File: config.mk
export PLATFORM = sky130hd
export DESIGN_NAME = ex_stage_mc
export DESIGN_NICKNAME = d
export VERILOG_FILES = /design/src/rtl/ex_stage_mc.sv
export SDC_FILE = /design/constraint.sdc
export NUM_CORES = 1
export LEC_CHECK = 0
export BUFFER_PORTS_ARGS = -buffer_cell sky130_fd_sc_hd__buf_2
export CORE_UTILIZATION = 42
export CTS_CLUSTER_SIZE = 10
export DETAILED_ROUTE_END_ITERATION = 10
export PLACE_DENSITY = 0.67
export SLEW_MARGIN = 10
export SYNTH_ARGS = -nofsm -noshare
export SYNTH_HDL_FRONTEND = slang
export SYNTH_SLANG_ARGS = --single-unit
File: constraint.sdc
create_clock -name clk -period 5.65 [get_ports clk]
set_clock_uncertainty 0.2 [all_clocks]
set_input_delay 0.2825 -clock clk [delete_from_list [all_inputs] [get_ports clk]]
set_output_delay 0.2825 -clock clk [all_outputs]
set_load 0.1 [all_outputs]
File: src/rtl/ex_stage_mc.sv
// ex_stage_mc: execute stage combining operand forwarding, a single-cycle ALU,
// conditional-set logic and an iterative shift-add multiplier. Owns the EX/MEM
// result register and handshakes with decode (in_*) and memory (out_*).
module ex_stage_mc #(
  parameter int WIDTH = 16,
  parameter int RA    = 3
) (
  input  logic             clk,
  input  logic             rst,
  input  logic             flush,
  input  logic             in_valid,
  output logic             in_ready,
  input  logic [3:0]       op,
  input  logic [RA-1:0]    src_a,
  input  logic [RA-1:0]    src_b,
  input  logic [WIDTH-1:0] rd_a,
  input  logic [WIDTH-1:0] rd_b,
  input  logic [WIDTH-1:0] imm,
  input  logic             use_imm,
  input  logic [RA-1:0]    dst,
  input  logic             reg_write,
  input  logic             fw1_en,
  input  logic [RA-1:0]    fw1_addr,
  input  logic [WIDTH-1:0] fw1_data,
  input  logic             fw2_en,
  input  logic [RA-1:0]    fw2_addr,
  input  logic [WIDTH-1:0] fw2_data,
  output logic             out_valid,
  input  logic             out_ready,
  output logic [WIDTH-1:0] out_result,
  output logic             out_ofl,
  output logic [RA-1:0]    out_dst,
  output logic             out_reg_write
);

  localparam int SHW = $clog2(WIDTH);
  localparam int CW  = $clog2(WIDTH + 1);
  localparam logic [3:0] OP_MUL = 4'd12;

  typedef enum logic {IDLE, MUL_RUN} state_t;

  state_t           state_q;
  logic [CW-1:0]    cnt_q;
  logic [WIDTH-1:0] mcand_q, mplier_q, prod_q;
  logic [RA-1:0]    mdst_q;
  logic             mwr_q;
  logic             out_valid_q;
  logic [WIDTH-1:0] out_result_q;
  logic             out_ofl_q;
  logic [RA-1:0]    out_dst_q;
  logic             out_wr_q;

  logic [WIDTH-1:0] a_op, b_fwd, b_op;
  logic [WIDTH:0]   sum_w;
  logic [WIDTH-1:0] diff_w, rol_w, ror_w;
  logic [SHW-1:0]   sh;
  logic [SHW:0]     rsh;
  logic [WIDTH-1:0] alu_res;
  logic             alu_ofl;
  logic             out_free, accept;
  logic [WIDTH-1:0] next_prod, mul_final;

  // Forwarding: EX/MEM source beats MEM/WB source beats the register file.
  assign a_op  = (fw1_en && fw1_addr == src_a) ? fw1_data :
                 (fw2_en && fw2_addr == src_a) ? fw2_data : rd_a;
  assign b_fwd = (fw1_en && fw1_addr == src_b) ? fw1_data :
                 (fw2_en && fw2_addr == src_b) ? fw2_data : rd_b;
  assign b_op  = use_imm ? imm : b_fwd;

  assign sum_w  = {1'b0, a_op} + {1'b0, b_op};
  assign diff_w = a_op - b_op;
  assign sh     = b_op[SHW-1:0];
  // Complementary shift for rotates; shifting by WIDTH yields zero, so sh=0 rotates to A.
  assign rsh    = (SHW+1)'(WIDTH) - {1'b0, sh};
  assign rol_w  = (a_op << sh) | (a_op >> rsh);
  assign ror_w  = (a_op >> sh) | (a_op << rsh);

  // Single-cycle ALU result and signed-overflow flag (MUL handled by the FSM).
  always_comb begin
    alu_res = '0;
    alu_ofl = 1'b0;
    case (op)
      4'd0: begin
        alu_res = sum_w[WIDTH-1:0];
        alu_ofl = (a_op[WIDTH-1] == b_op[WIDTH-1]) && (sum_w[WIDTH-1] != a_op[WIDTH-1]);
      end
      4'd1: begin
        alu_res = diff_w;
        alu_ofl = (a_op[WIDTH-1] != b_op[WIDTH-1]) && (diff_w[WIDTH-1] != a_op[WIDTH-1]);
      end
      4'd2:  alu_res = a_op ^ b_op;
      4'd3:  alu_res = a_op & ~b_op;
      4'd4:  alu_res = rol_w;
      4'd5:  alu_res = a_op << sh;
      4'd6:  alu_res = ror_w;
      4'd7:  alu_res = a_op >> sh;
      4'd8:  alu_res = {{(WIDTH-1){1'b0}}, (a_op == b_op)};
      4'd9:  alu_res = {{(WIDTH-1){1'b0}}, ($signed(a_op) < $signed(b_op))};
      4'd10: alu_res = {{(WIDTH-1){1'b0}}, ($signed(a_op) <= $signed(b_op))};
      4'd11: alu_res = {{(WIDTH-1){1'b0}}, sum_w[WIDTH]};
      4'd13: alu_res = b_op;
      4'd14: alu_res = (a_op << 8) | {{(WIDTH-8){1'b0}}, b_op[7:0]};
      default: alu_res = '0;
    endcase
  end

  assign out_free  = !out_valid_q || out_ready;
  assign in_ready  = (state_q == IDLE) && out_free;
  assign accept    = in_valid && in_ready;
  assign next_prod = prod_q + (mplier_q[0] ? mcand_q : '0);
  // On the last iteration the product is taken straight from the adder;
  // when completion had to wait (counter already 0) the stored product is used.
  assign mul_final = (cnt_q == CW'(1)) ? next_prod : prod_q;

  // Control FSM, multiplier datapath and EX/MEM output register.
  always_ff @(posedge clk) begin
    if (rst) begin
      state_q      <= IDLE;
      cnt_q        <= '0;
      mcand_q      <= '0;
      mplier_q     <= '0;
      prod_q       <= '0;
      mdst_q       <= '0;
      mwr_q        <= 1'b0;
      out_valid_q  <= 1'b0;
      out_result_q <= '0;
      out_ofl_q    <= 1'b0;
      out_dst_q    <= '0;
      out_wr_q     <= 1'b0;
    end else if (flush) begin
      state_q     <= IDLE;
      cnt_q       <= '0;
      out_valid_q <= 1'b0;
    end else begin
      if (out_ready) out_valid_q <= 1'b0;
      case (state_q)
        IDLE: begin
          if (accept) begin
            if (op == OP_MUL) begin
              state_q  <= MUL_RUN;
              cnt_q    <= CW'(WIDTH);
              mcand_q  <= a_op;
              mplier_q <= b_op;
              prod_q   <= '0;
              mdst_q   <= dst;
              mwr_q    <= reg_write;
            end else begin
              out_valid_q  <= 1'b1;
              out_result_q <= alu_res;
              out_ofl_q    <= alu_ofl;
              out_dst_q    <= dst;
              out_wr_q     <= reg_write;
            end
          end
        end
        MUL_RUN: begin
          if (cnt_q > CW'(1)) begin
            prod_q   <= next_prod;
            mcand_q  <= mcand_q << 1;
            mplier_q <= mplier_q >> 1;
            cnt_q    <= cnt_q - CW'(1);
          end else if (out_free) begin
            out_valid_q  <= 1'b1;
            out_result_q <= mul_final;
            out_ofl_q    <= 1'b0;
            out_dst_q    <= mdst_q;
            out_wr_q     <= mwr_q;
            cnt_q        <= '0;
            state_q      <= IDLE;
          end else begin
            prod_q <= mul_final;
            cnt_q  <= '0;
          end
        end
        default: state_q <= IDLE;
      endcase
    end
  end

  assign out_valid     = out_valid_q;
  assign out_result    = out_result_q;
  assign out_ofl       = out_ofl_q;
  assign out_dst       = out_dst_q;
  assign out_reg_write = out_wr_q;

endmodule

==> reports/results.ini <==
[detailed_routing]
detail_route.first_pass.iterations = 6
drt_iter0_drc = 1521
route.detailed.drc = 0
routed_wire_length_per_instance_um = 26.8
vias_per_cell = 6.60
detail-route-antenna-nets = 0
routed_wirelength_um = 50700
vias = 12488

[timing]
relSlewSlack = 0.167
hold_violations = 0
timing.final.crit_share = 0.873
timing_max_transition_violations_final = 0
grt_setup_unrepaired = false
fmaxAchievable_mhz = 203
min_period_ns = 4.93
max_slew.worst_pin.slew_ns = 1.24
setup_viol_count_final = 0
tns_ns = 0

[grt]
grt_use_total = 0.386
grt_max_degree = 62
wire_length_of_the_first_global_routing_pass_um = 75400
antenna_found_initial = 0
first_global_vias = 11785
grt.overflow.total = 0

[critical_path]
crit_slowest_cell = sky130_fd_sc_hd__or4b_1
timing_worst_setup_path_type = in2reg
biggest_fanout_along_the_worst_timing_path = 12
worst_path_most_repeated_cell = sky130_fd_sc_hd__a21oi_1
arrival_ns = 4.96
timing.critical_path.cells = buf_2 -> xor2_2 -> or4b_1 -> buf_4 -> mux2i_1 -> a211oi_1 -> a21oi_1 -> inv_1 -> ha_1 -> nor2b_1 -> o21ai_0 -> a21oi_1 -> o21ai_0 -> nand2_1 -> o31ai_4 -> o31ai_4 -> xnor2_1 -> a2111oi_0 -> a21oi_1
critical_path_buffers_and_inverters = 3
endpoint_kind = flop
timing.critical_path.slowest_cell_delay_ns = 0.72
cp.required_ns = 5.68
timing.critical_path.from_type = primary input
critical-path-top-delay-family = compound AO/OA/AOI/OAI gates

[logic_synthesis]
synth_top_cells_by_count = sky130_fd_sc_hd__nor2_1, sky130_fd_sc_hd__nand2_1, sky130_fd_sc_hd__mux2i_1
postSynthNetCount = 1626
synthDominantCellAreaShare = 0.149
yosysSeqAreaShare = 0.149
post_synth_inst_count = 1465
synth_async_sr_flop_share = 0
yosysMostFrequentCell = sky130_fd_sc_hd__nor2_1
number_of_flip_flops_and_latches_in_the_synthesized_netlist = 80
avgSynthCellArea_um2 = 7.34
synth_ff_type = sky130_fd_sc_hd__dfxtp_1
yosys_warnings = 0
synth.distinct_cells = 90
synth_edf_count = 0
yosys.area.top_type = sky130_fd_sc_hd__dfxtp_1
syn_area_um2 = 10800
netlist_top_cells_area = sky130_fd_sc_hd__dfxtp_1, sky130_fd_sc_hd__mux2i_1, sky130_fd_sc_hd__nor2_1

[cells_and_area]
layout.core_utilization = 0.481
syn_to_final_growth_pct = 12.5
finish.net_count = 1720
antenna_cells_inserted = 0
layout_cell_share_with_drive_strength_beyond_1 = 0.170
num-fill-cells = 2560

[clocking]
cts_repair_resize_count = 0
cts_h_tree_lvls = 3
cts_buffers = 9
cts.path.max_buffers = 2
clock_tree.root_cell = sky130_fd_sc_hd__clkbuf_16
clock_sinks = 80
clk_pin_slew_ns = 0.06
cts_tree = yes
clk_latency_ns = 0.35

[pwr]
clockPowerShare = 0.204
p_leak_nw = 5.17
p_sw_frac = 0.478
seq_power_share = 0.220
peakVddDrop_mv = 0.121
p_switching_mw = 1.28
power.internal_mw = 1.39
pwr-share-comb = 0.576
p_per_area_nw_per_um2 = 221

[placed_design]
final_replace_weighted_congestion = 1.13
port_buffers = 130
hpwl_um = 39100

[floorplanning]
core_area_um2 = 25200
io-pin-count = 131
floorplan.initialDensity = 0.427
design.die.area_um2 = 26300
placement_rows = 58
die_w_um = 162
die_y_um = 162

[outcome]
status = completed

[min_path]
worst_hold_path_type = in2reg

[job]
drv.max_cap_violation_count = 0

==> placed cells by master, fill, tap and decap left out, types with 6 or more instances in the layout <==
cell type / count
sky130_fd_sc_hd__o211ai_1: 26
sky130_fd_sc_hd__and2_1: 20
sky130_fd_sc_hd__nand4_1: 13
sky130_fd_sc_hd__o221ai_1: 14
sky130_fd_sc_hd__o21a_1: 9
sky130_fd_sc_hd__a21o_1: 27
sky130_fd_sc_hd__a31oi_1: 14
sky130_fd_sc_hd__o21bai_1: 12
sky130_fd_sc_hd__a311oi_1: 7
sky130_fd_sc_hd__o31ai_1: 6
sky130_fd_sc_hd__o31a_1: 7
sky130_fd_sc_hd__nand2_1: 149
sky130_fd_sc_hd__nand3_1: 28
sky130_fd_sc_hd__a21oi_1: 93
sky130_fd_sc_hd__nor3_1: 28
sky130_fd_sc_hd__a22oi_1: 27
sky130_fd_sc_hd__nor2b_1: 9
sky130_fd_sc_hd__buf_4: 56
sky130_fd_sc_hd__dfxtp_1: 79
sky130_fd_sc_hd__mux4_2: 18
sky130_fd_sc_hd__xor2_1: 7
sky130_fd_sc_hd__o22ai_1: 14
sky130_fd_sc_hd__nand2b_1: 14
sky130_fd_sc_hd__mux2_2: 6
sky130_fd_sc_hd__inv_1: 51
sky130_fd_sc_hd__nor4_1: 14
sky130_fd_sc_hd__a2111oi_0: 6
sky130_fd_sc_hd__a211oi_1: 34
sky130_fd_sc_hd__o21ai_0: 75
sky130_fd_sc_hd__xnor2_1: 32
sky130_fd_sc_hd__ha_1: 51
sky130_fd_sc_hd__mux2i_1: 131
sky130_fd_sc_hd__o21ai_1: 9
sky130_fd_sc_hd__clkbuf_16: 9
sky130_fd_sc_hd__buf_2: 130
sky130_fd_sc_hd__a221oi_1: 8
sky130_fd_sc_hd__o2111ai_1: 9
sky130_fd_sc_hd__nor2_1: 195
==> what timing repair did <==
| item | in CTS | in global routing |
|---|---|---|
| hold buffers | 4 | 0 |
| buffers inserted | 0 | 0 |
| hold endpoints to repair | 4 | 0 |
==> sequential cells by signal, summed over array words and instances (netlist names) <==
| name | flops |
|---|---|
| mcand_q | 16 |
| mplier_q | 16 |
| out_result | 16 |
| prod_q | 16 |
| cnt_q | 5 |
| mdst_q | 3 |
| out_dst | 3 |
| mwr_q | 1 |
| out_ofl | 1 |
| out_reg_write | 1 |
| out_valid | 1 |
| state_q | 1 |
==> per-layer routing <==
layer | part of all wire | global-route usage
met5 | 0 | 0
met4 | 0.064 | 0.220
met3 | 0.10 | 0.0799
met2 | 0.43 | 0.581
met1 | 0.41 | 0.510
==> logic make-up (layout without fill, tap and decap cells) <==
kind of cell | after synthesis | in the layout | synth area share
compound gates | 456 | 456 | 0.298
simple gates | 504 | 504 | 0.210
fa+ha+maj | 53 | 53 | 0.0630
flops | 80 | 80 | 0.149
xor+xnor | 43 | 43 | 0.0378
mux | 159 | 159 | 0.172
buf+inv | 170 | 267 | 0.0700
==> power groups by stage <==
| stage | Combinational, mW | Clock (mW) | Sequential, mW |
|---|---|---|---|
| floorplan | 0.918 | 0 | 0.667 |
| global placement | 1.48 | 0 | 0.599 |
| detailed placement | 1.47 | 0 | 0.599 |
| CTS | 1.48 | 0.552 | 0.587 |
| global route | 1.61 | 0.574 | 0.588 |
| finish | 1.54 | 0.545 | 0.587 |
==> worst reg2reg max path, stage by stage (launching register included) <==
cell and delay [ns]:
sky130_fd_sc_hd__dfxtp_1 0.50, sky130_fd_sc_hd__and2_1 0.27, sky130_fd_sc_hd__ha_1 0.23, sky130_fd_sc_hd__fa_1 0.44, sky130_fd_sc_hd__a21o_1 0.18, sky130_fd_sc_hd__a21oi_1 0.34
sky130_fd_sc_hd__o21ai_0 0.16, sky130_fd_sc_hd__a31oi_1 0.22, sky130_fd_sc_hd__xnor2_1 0.10, sky130_fd_sc_hd__mux2i_1 0.21, sky130_fd_sc_hd__o21ai_0 0.33, sky130_fd_sc_hd__a211oi_1 0.62
sky130_fd_sc_hd__nand4b_1 0.19, sky130_fd_sc_hd__o22a_1 0.22
==> layout make-up <==
type,count,area (µm²),share of cell area
Clock buffer,9,225,0.0186
Inverter,60,228,0.0188
Clock inverter,5,36.3,0.00300
Multi-Input combinational cell,1215,8430,0.696
Timing Repair Buffer,193,1170,0.0967
Sequential cell,80,1600,0.132
Tap cell,330,413,0.0341
==> path summary, 6_finish.rpt <==
kind                                        to  slack (ns)  cells past startpoint         start
worst min register to register    mplier_q[11]        0.26                      2  mplier_q[11]
worst min-delay path                 out_valid        0.12                      3     out_ready
worst max-delay path            out_result[12]        0.72                     19   fw2_addr[0]
worst max register to register   out_result[8]        1.33                     13   mplier_q[0]
==> stage by stage <==
stage	worst slack [ns]	hold WS (ns)	area, µm²	cells	total power [mW]
after CTS	0.811	0.115	12100	1892	2.62
after floorplan	0.645	0.230	10800	1465	1.58
after detailed placement	0.470	0.249	11800	1874	2.07
after global placement	0.469	0.240	11800	1874	2.08
after global routing	0.363	0.130	12100	1892	2.77
final	0.716	0.120	12100	1892	2.67
(Power assumes the default switching activity.)
